<file path="src/rtl/pc_gen.sv">
// pc_gen: program-counter generator with exception entry/return and a
// double-fault halt.
//
// Parameters
//   RESET_PC  PC loaded by reset
//   EXC_PC    exception / fault vector
//   IM_AW     instruction-memory word-address width (2^IM_AW words)
//
// Ports
//   clk        clock, all state changes on the rising edge
//   reset      asynchronous reset, active low
//   stall      hold PC (hazard)
//   br_taken   taken branch, target = br_pc4 + (signext(br_imm) << 2)
//   br_pc4     branch base address
//   br_imm     branch word offset
//   j_en       j/jal, target = {pc4[31:28], j_index, 2'b00}
//   j_index    jump index
//   jr_en      register jump to jr_target
//   jr_target  register jump target
//   exc_req    enter exception: pc <= EXC_PC, epc <= pc
//   eret       return from exception: pc <= epc
//   pc, pc4    current PC and PC + 4 (32-bit wrap)
//   im_addr    instruction-memory word address, relative to RESET_PC
//   epc        exception PC
//   addr_fault current PC is misaligned or outside instruction memory
//   redirect   one-cycle pulse after any non-sequential PC load
//   halted     high while in the double-fault HALT state
//   inst_cnt   count of cycles that issued an instruction
module pc_gen #(
   parameter logic [31:0] RESET_PC = 32'h0000_3000,
   parameter logic [31:0] EXC_PC   = 32'h0000_4180,
   parameter int          IM_AW    = 10
) (
   input  logic             clk,
   input  logic             reset,
   input  logic             stall,
   input  logic             br_taken,
   input  logic [31:0]      br_pc4,
   input  logic [15:0]      br_imm,
   input  logic             j_en,
   input  logic [25:0]      j_index,
   input  logic             jr_en,
   input  logic [31:0]      jr_target,
   input  logic             exc_req,
   input  logic             eret,
   output logic [31:0]      pc,
   output logic [31:0]      pc4,
   output logic [IM_AW-1:0] im_addr,
   output logic [31:0]      epc,
   output logic             addr_fault,
   output logic             redirect,
   output logic             halted,
   output logic [31:0]      inst_cnt
);

   typedef enum logic {RUN = 1'b0, HALT = 1'b1} state_e;

   state_e      state_q, state_d;
   logic [31:0] pc_q, pc_d;
   logic [31:0] epc_q, epc_d;
   logic [31:0] cnt_q, cnt_d;
   logic        redir_q, redir_d;

   logic [31:0] pc_off;
   logic [31:0] br_target;
   logic [31:0] j_target;

   // Offset from the start of instruction memory; a PC below RESET_PC
   // wraps to a huge offset and so also reads as out of range.
   assign pc_off     = pc_q - RESET_PC;
   assign pc4        = pc_q + 32'd4;
   assign im_addr    = pc_off[IM_AW+1:2];
   assign addr_fault = (pc_q[1:0] != 2'b00) || ((pc_off >> 2) >= (32'd1 << IM_AW));

   assign br_target  = br_pc4 + {{14{br_imm[15]}}, br_imm, 2'b00};
   assign j_target   = {pc4[31:28], j_index, 2'b00};

   always_ff @(posedge clk or negedge reset) begin
      if (!reset) begin
         state_q <= RUN;
         pc_q    <= RESET_PC;
         epc_q   <= 32'd0;
         cnt_q   <= 32'd0;
         redir_q <= 1'b0;
      end else begin
         state_q <= state_d;
         pc_q    <= pc_d;
         epc_q   <= epc_d;
         cnt_q   <= cnt_d;
         redir_q <= redir_d;
      end
   end

   always_comb begin
      state_d = state_q;
      pc_d    = pc_q;
      epc_d   = epc_q;
      cnt_d   = cnt_q;
      redir_d = 1'b0;
      unique case (state_q)
         RUN: begin
            if (addr_fault) begin
               // Faulting on the vector itself cannot be recovered.
               if (pc_q == EXC_PC) begin
                  state_d = HALT;
               end else begin
                  pc_d    = EXC_PC;
                  epc_d   = pc_q;
                  redir_d = 1'b1;
               end
            end else begin
               if (!stall) cnt_d = cnt_q + 32'd1;
               // exc_req and eret override stall; branch-type requests
               // are held upstream until stall drops.
               if (exc_req) begin
                  pc_d    = EXC_PC;
                  epc_d   = pc_q;
                  redir_d = 1'b1;
               end else if (eret) begin
                  pc_d    = epc_q;
                  redir_d = 1'b1;
               end else if (stall) begin
                  pc_d    = pc_q;
               end else if (jr_en) begin
                  pc_d    = jr_target;
                  redir_d = 1'b1;
               end else if (j_en) begin
                  pc_d    = j_target;
                  redir_d = 1'b1;
               end else if (br_taken) begin
                  pc_d    = br_target;
                  redir_d = 1'b1;
               end else begin
                  pc_d    = pc4;
               end
            end
         end
         HALT: begin
            state_d = HALT;
         end
         default: state_d = RUN;
      endcase
   end

   assign pc       = pc_q;
   assign epc      = epc_q;
   assign inst_cnt = cnt_q;
   assign redirect = redir_q;
   assign halted   = (state_q == HALT);

endmodule

</file>
<file path="config.mk">
export PLATFORM = sky130hd
export DESIGN_NAME = pc_gen
export DESIGN_NICKNAME = d
export VERILOG_FILES = /design/src/rtl/pc_gen.sv
export SDC_FILE = /design/constraint.sdc
export NUM_CORES = 1
export LEC_CHECK = 0
export CAP_MARGIN = 20
export CORE_ASPECT_RATIO = 0.7
export CORE_UTILIZATION = 43
export CTS_BUF_LIST = sky130_fd_sc_hd__clkbuf_8
export CTS_CLUSTER_DIAMETER = 50
export DETAILED_ROUTE_END_ITERATION = 10
export GPL_TIMING_DRIVEN = 0
export MAX_ROUTING_LAYER = met4
export PLACE_DENSITY = 0.87
export RECOVER_POWER = 25
export SYNTH_ARGS = -nofsm -noshare
export SYNTH_HDL_FRONTEND = slang
export SYNTH_SLANG_ARGS = --single-unit
</file>
<file path="constraint.sdc">
create_clock -name clk -period 2.9 [get_ports clk]
set_clock_uncertainty 0.2 [all_clocks]
set_input_delay 0.435 -clock clk [delete_from_list [all_inputs] [get_ports clk]]
set_output_delay 0.435 -clock clk [all_outputs]
set_load 0.05 [all_outputs]
</file>
==> results of run 1 <==
worst max-delay path, delay by kind of cell, from the launching register on:
family / cells / cell delay, ns
buf+inv: 2 / 0.40
flops: 1 / 0.49
simple gates: 3 / 1.11
compound gates: 4 / 0.86
cells in the mapped netlist, drive strengths merged, types with 3 or more instances:
library cell | number | area (µm²)
a21oi | 45 | 225
o211ai | 10 | 75.1
nor4 | 6 | 43.8
o31ai | 11 | 82.6
nor4b | 3 | 26.3
and4 | 8 | 70.1
and2 | 10 | 62.6
xor2 | 24 | 210
mux2i | 6 | 60.1
a2bb2oi | 3 | 26.3
a211oi | 10 | 75.1
buf | 33 | 208
a2111oi | 4 | 60.1
o22ai | 17 | 106
nor2 | 66 | 250
clkbuf | 28 | 105
a31oi | 5 | 31.3
o21ai | 56 | 280
or3 | 8 | 50.1
or2 | 4 | 25.0
and3 | 23 | 144
a21o | 17 | 128
inv | 20 | 75.1
nand4 | 25 | 156
o2111ai | 7 | 61.3
o21bai | 3 | 22.5
xnor2 | 53 | 464
or4 | 7 | 60.1
dfrtp | 96 | 2400
nand2 | 90 | 340
a32o | 7 | 70.1
a22oi | 9 | 67.6
ha | 32 | 400
a211o | 5 | 43.8
nor3 | 18 | 95.1
o21a | 3 | 22.5
nand2b | 6 | 37.5
mux2 | 30 | 338
nand3 | 29 | 145
kinds of logic (layout without fill, tap and decap cells):
kind of cell | Yosys count | after routing | synth area share, %
AOI/OAI and AO/OA | 243 | 243 | 22.3
xor gates and xnor gates | 77 | 77 | 8.93
adders and majority gates | 33 | 33 | 5.56
buffers and inverters | 81 | 446 | 5.13
DFF | 98 | 98 | 32.5
muxes | 36 | 36 | 5.27
and+or+nand+nor | 307 | 307 | 20.4
placed cells by master (no fill, tap or decap), drive strengths merged, types with 4 or more instances in the layout:
| cell type | synthesis | layout |
|---|---|---|
| a2111oi | 4 | 4 |
| a211o | 5 | 5 |
| a211oi | 10 | 10 |
| a21o | 17 | 17 |
| a21oi | 45 | 45 |
| a22oi | 9 | 9 |
| a31oi | 5 | 5 |
| a32o | 7 | 7 |
| and2 | 10 | 10 |
| and3 | 23 | 23 |
| and4 | 8 | 8 |
| buf | 33 | 153 |
| clkbuf | 28 | 35 |
| clkdlybuf4s50 | 0 | 220 |
| dfrtp | 96 | 96 |
| dlygate4sd2 | 0 | 6 |
| ha | 32 | 32 |
| inv | 20 | 23 |
| mux2 | 30 | 30 |
| mux2i | 6 | 6 |
| nand2 | 90 | 90 |
| nand2b | 6 | 6 |
| nand3 | 29 | 29 |
| nand4 | 25 | 25 |
| nor2 | 66 | 66 |
| nor3 | 18 | 18 |
| nor4 | 6 | 6 |
| o2111ai | 7 | 7 |
| o211ai | 10 | 10 |
| o21ai | 56 | 56 |
| o22ai | 17 | 17 |
| o31ai | 11 | 11 |
| or2 | 4 | 4 |
| or3 | 8 | 8 |
| or4 | 7 | 7 |
| xnor2 | 53 | 53 |
| xor2 | 24 | 24 |
flip-flops by register name, indices dropped and copies added, names as in the netlist:
register,flops
epc,32
inst_cnt,32
pc,32
halted,1
redirect,1
worst min-delay path by stage:
| stage | from | to | slack, ns | cells past startpoint |
|---|---|---|---|---|
| floorplan | reset | epc[0]$_DFFE_PN0P_ | -0.06 | 0 |
| global placement | inst_cnt[31]$_DFFE_PN0P_ | inst_cnt[31]$_DFFE_PN0P_ | 0.27 | 1 |
| detailed placement | reset | inst_cnt[10]$_DFFE_PN0P_ | 0.21 | 1 |
| CTS | inst_cnt[4]$_DFFE_PN0P_ | inst_cnt[4]$_DFFE_PN0P_ | 0.29 | 1 |
| global route | inst_cnt[4]$_DFFE_PN0P_ | inst_cnt[4]$_DFFE_PN0P_ | 0.32 | 1 |
| finish | inst_cnt[31]$_DFFE_PN0P_ | inst_cnt[31]$_DFFE_PN0P_ | 0.29 | 1 |
final cells by class:
cell class | instances | area [µm²]
buffer | 46 | 362
clock buffer | 9 | 124
clock inverter | 7 | 98.8
fill | 1074 | 4160
inverter | 20 | 86.3
multi-input combinational | 696 | 5940
sequential | 98 | 2480
tap | 231 | 289
timing repair buffer | 363 | 3620
timing repair inverter | 1 | 6.26
power by group:
| group | internal, mW | switching, mW |
|---|---|---|
| Clock | 0.495 | 0.552 |
| Combinational | 0.461 | 0.647 |
| Sequential | 1.40 | 0.0418 |
what timing repair did:
item / in CTS / in global routing
setup buffers: 58 / 44
cloned: 4 / 4
hold buffers: 1 / 0
pin swaps: 43 / 74
endpoints found under the hold margin: 32 / 0
setup endpoints to repair: 123 / 114
resized for setup: 297 / 155
per-layer routing:
metal  up-vias  GRT usage (%)
met1      4540           49.2
met5         -              -
met3       185           9.02
met2       801           54.5
met4         0           10.0
li1       3964              -
metrics by stage:
| stage | area [µm²] | hold slack (ns) |
|---|---|---|
| 5_1_grt | 13000 | 0.319 |
| 3_3_place_gp | 10700 | 0.272 |
| 6_report | 13000 | 0.295 |
| 3_5_place_dp | 10700 | 0.215 |
| 2_1_floorplan | 7860 | -0.0606 |
| 4_1_cts | 11900 | 0.295 |
==> impl_metrics.json, run 1 <==
{
  "layout.core_utilization_pct": 75.8,
  "tightestPinTransition_ns": 2.01,
  "cts.sinks": 98,
  "totalNegativeSetupSlack_ns": -17.97,
  "postRouteWirelength_um": 36600,
  "violations": "capacitance limit, slew limit, setup timing",
  "detail_route.drc_violations": 0,
  "synth_seq_area_share_pct": 32.5,
  "dr.max_layer_used": "met4",
  "row_count": 40,
  "htree_num_levels": 3,
  "place_hpwl_um": 24200,
  "numPlacedInstances": 1360,
  "number_of_buffers_between_clock_root_and_the_deepest_sink": 2,
  "initial_standard_cell_utilization_of_the_core_pct": 44.0,
  "crit_chain": "or4_4 -> or4_4 -> o41ai_4 -> buf_4 -> nor3_4 -> buf_4 -> o211ai_1 -> a21oi_1 -> a221o_1",
  "die_y_um": 113,
  "setup_viol": 105,
  "slew-limit-headroom_pct": -34.0,
  "route.detailed.vias_per_inst": 6.45,
  "hold_violation_total_from_the_final_report": 0,
  "num_vias": 9490,
  "worst-endpoint-required_ns": 2.96,
  "fin_crit_ns": 3.19,
  "postSynthRegisterBits": 98,
  "wl_met1_um": 14200,
  "nets": 1382,
  "grt_max_degree": 67,
  "synth-main-ff-cell": "sky130_fd_sc_hd__dfrtp_1",
  "synth_enable_flop_cells": 0,
  "design.portCount": 255,
  "net_count_of_the_mapped_netlist": 1022,
  "cp_max_fo": 4,
  "yosysWarningCount": 0,
  "outcome": "complete, but fails checks",
  "achievable-frequency_mhz": 314,
  "endpoint_arrival_time_on_the_critical_path_ns": 3.24,
  "timing.critical_path.to_type": "flip-flop",
  "insertion_delay_ns": 0.39,
  "clockRootBuffer": "sky130_fd_sc_hd__clkbuf_8",
  "routedWlPerCell_um": 24.9,
  "die_area_um2": 18100,
  "cap_viol_max_count": 1,
  "finalPower_mw": 3.59,
  "critical_path.endpoint": "pc[23]$_DFFE_PN0P_",
  "startpoint_type": "flip-flop",
  "final_max_slew_viol_count": 33,
  "track_usage_pct": 36.5,
  "port_buffers": 253,
  "n_antenna_cell": 0,
  "ff2ff_setup_slack_ns": -0.29,
  "rsz_0062_raised_after_global_routing": "true",
  "numCtsBuffers": 9,
  "grt_pass1_vias": 8489,
  "r2r_start": "pc[30]$_DFFE_PN0P_",
  "cellPowerDensity_nw_per_um2": 276,
  "cts.reportedPaths.clkPinSlew_ns": 0.11,
  "power.ir.vdd_worst_v": 0.000205,
  "cp_slowest_stage_delay_ns": 0.58,
  "finalCritPeriodShare_pct": 110,
  "ys_async_rst_share_pct": 100,
  "worst-setup-path-type": "reg -> reg",
  "detail-route-antenna-nets": 0,
  "wl_met3_um": 4920,
  "syn-instance-count": 875,
  "setup_slack_ns": -0.287,
  "place.gp.congestion": 0.959,
  "fp.dieW_um": 160,
  "syn_avg_cell_area_um2": 8.63,
  "dpl_worst_slack_ns": -1.04,
  "drt-pass1-iter-count": 7,
  "routed-wl-met2_um": 16000,
  "reg2reg_depth": 9,
  "cts_tree": "done",
  "drt_first_iter_violations": 1361,
  "startpoint": "pc[30]$_DFFE_PN0P_",
  "holdCritPathClass": "reg -> reg",
  "drive_above_1_share_pct": 32.0,
  "critPathSlowestCell": "sky130_fd_sc_hd__or4_4",
  "post_layout_nonfiller_instances": 1471,
  "synthesis.area_um2": 7550,
  "grt.overflow.total": 0,
  "leakage_nw": 5.68,
  "r2r-end": "pc[23]$_DFFE_PN0P_",
  "grt_pass1_wl_um": 49000,
  "synthDistinctLibCells": 78,
  "area.growth.synth_to_final_pct": 72.2,
  "grt_antenna_before_repair": 0,
  "core_area_um2": 17200
}
No activity file was read; power rests on OpenSTA's default activity.
==> run 2, diff against run 1 <==
- SLEW_MARGIN: default -> 5
==> run 2 against run 1 <==
  * The flow finishes with violations (setup timing)
  * Final area down 2.5%
  * Register-to-register slack got worse by 0.05 ns
  * Flip-flop and latch count is the same
==> impl_metrics.json, run 2 (same netlist as run 1, synthesis figures left out) <==
{
  "detail-route-antenna-nets": 0,
  "grt_max_degree": 67,
  "grt_pass1_wl_um": 48200,
  "critPathSlowestCell": "sky130_fd_sc_hd__dfrtp_1",
  "final_max_slew_viol_count": 0,
  "area.growth.synth_to_final_pct": 67.9,
  "layout.core_utilization_pct": 73.9,
  "rsz_0062_raised_after_global_routing": "true",
  "achievable-frequency_mhz": 309,
  "row_count": 40,
  "cts_tree": "done",
  "n_fill_cell": 1129,
  "violations": "setup timing",
  "power.share.sequential_pct": 41.1,
  "drt-pass1-iter-count": 7,
  "postRouteWirelength_um": 35400,
  "worst-setup-path-type": "reg -> reg",
  "fin_crit_ns": 3.24,
  "cts.reportedPaths.clkPinSlew_ns": 0.11,
  "comb_power_share_pct": 30.9,
  "place.gp.congestion": 0.959,
  "grt_pass1_vias": 8388,
  "hold_violation_total_from_the_final_report": 0,
  "sequential_standard_cell_area_um2": 2480,
  "cp_slowest_stage_delay_ns": 0.63,
  "setup_slack_ns": -0.339,
  "multiInputGateArea_um2": 5730,
  "die_y_um": 113,
  "mostFrequentLayoutCell": "sky130_fd_sc_hd__clkdlybuf4s50_1",
  "core_area_um2": 17200,
  "holdCritPathClass": "reg -> reg",
  "hp-start": "inst_cnt[31]$_DFFE_PN0P_",
  "routedWlPerCell_um": 24.2,
  "setup_viol": 86,
  "power.ir.vdd_worst_v": 0.000213,
  "timing.critical_path.to_type": "flip-flop",
  "crit_chain": "inv_1 -> nand4_1 -> a22oi_2 -> buf_4 -> a2111o_1 -> nor3_4 -> buf_6 -> o21ai_2 -> a311oi_1 -> a21o_1",
  "outcome": "complete, but fails checks",
  "drt_first_iter_violations": 1343,
  "grt_antenna_before_repair": 1,
  "startpoint": "pc[28]$_DFFE_PN0P_",
  "drive_above_1_share_pct": 28.7,
  "port_buffers": 253,
  "p_sw_mw": 1.23,
  "startpoint_type": "flip-flop",
  "tightestPinTransition_ns": 1.03,
  "clockRootBuffer": "sky130_fd_sc_hd__clkbuf_8",
  "cap_viol_max_count": 0,
  "place_hpwl_um": 24100,
  "htree_num_levels": 3,
  "design.portCount": 255,
  "power.switching_fraction_pct": 35.3,
  "commonest_cells_after_routing_fill_and_taps_aside": "222 x sky130_fd_sc_hd__clkdlybuf4s50_1, 88 x sky130_fd_sc_hd__buf_4, 79 x sky130_fd_sc_hd__nand2_1",
  "nets": 1371,
  "dr.max_layer_used": "met4",
  "r2r_start": "pc[28]$_DFFE_PN0P_",
  "worst-endpoint-required_ns": 3.03,
  "endpoint_arrival_time_on_the_critical_path_ns": 3.36,
  "leakage_nw": 5.50,
  "die_area_um2": 18100,
  "routed-wl-met2_um": 15400,
  "track_usage_pct": 36.0,
  "wl_met1_um": 14000,
  "power.share.clock_pct": 28.0,
  "cellPowerDensity_nw_per_um2": 276,
  "route.detailed.vias_per_inst": 6.42,
  "grt.overflow.total": 0,
  "insertion_delay_ns": 0.38,
  "numCtsBuffers": 9,
  "cell_internal_pwr_mw": 2.27,
  "post_layout_nonfiller_instances": 1461,
  "cts.sinks": 98,
  "numPlacedInstances": 1360,
  "detail_route.drc_violations": 0,
  "num_vias": 9382,
  "initial_standard_cell_utilization_of_the_core_pct": 44.0,
  "cp_max_fo": 6,
  "finalCritPeriodShare_pct": 112,
  "wl_met3_um": 4840,
  "fp.dieW_um": 160,
  "slew-limit-headroom_pct": 31.5,
  "number_of_buffers_between_clock_root_and_the_deepest_sink": 2,
  "dpl_worst_slack_ns": -1.04
}
run 2: metal layers:
metal / up-vias / global-route usage (%)
met5: - / -
met4: 0 / 10.6
met3: 137 / 10.1
met2: 820 / 52.8
met1: 4482 / 48.1
li1: 3943 / -
run 2: worst paths after layout:
| kind | slack, ns | to | cells past startpoint |
|---|---|---|---|
| max | -0.34 | pc[15]$_DFFE_PN0P_ | 10 |
| min | 0.29 | inst_cnt[31]$_DFFE_PN0P_ | 1 |
| max reg2reg | -0.34 | pc[15]$_DFFE_PN0P_ | 10 |
| min reg2reg | 0.29 | inst_cnt[31]$_DFFE_PN0P_ | 1 |
| max in group asynchronous | 0.35 | pc[30]$_DFFE_PN0P_ | 3 |
| min in group asynchronous | 0.47 | inst_cnt[27]$_DFFE_PN0P_ | 2 |
run 2: power by group through the flow:
stage               Clock (mW)  Sequential [mW]  Combinational [mW]
floorplan                    0             1.57               0.434
global placement             0             1.46               0.961
detailed placement           0             1.46               0.977
CTS                      0.969             1.43                1.02
global route              1.02             1.44                1.14
finish                   0.979             1.44                1.08
run 2: per-stage QoR:
step / hold WS [ns] / setup TNS [ns] / instance area, µm² / power, mW
after CTS: 0.297 / -11.75 / 11900 / 3.42
after global routing: 0.317 / -22.75 / 12700 / 3.60
after global placement: 0.272 / -304.03 / 10700 / 2.42
final: 0.295 / -17.93 / 12700 / 3.50
after floorplan: -0.0606 / -11.99 / 7860 / 2.00
after detailed placement: 0.216 / -53.64 / 10700 / 2.44
run 2: final cells by class:
type                    count  share of cell area [%]
diodes                      1                  0.0197
plain buffers              46                    2.96
clock buffers               9                   0.977
clock inverters             7                   0.671
inverters                  20                   0.651
multi-input cells         697                    45.2
flip-flops and latches     98                    19.6
well taps                 231                    2.28
repair buffers            351                    27.6
repair inverters            1                  0.0888
run 2: repair_timing:
action | in CTS | in global routing
hold buffers | 1 | 0
setup endpoints to repair | 121 | 111
cloned | 4 | 5
endpoints found under the hold margin | 32 | 0
buffers inserted | 45 | 45
pin swaps | 37 | 46
gates resized for setup | 290 | 112
run 2: critical path: cells and delay by family, from the launching register on:
kind / cells / cell delay, ns
compound gates: 5 / 1.17
buf+inv: 3 / 0.65
flops: 1 / 0.63
simple gates: 2 / 0.52
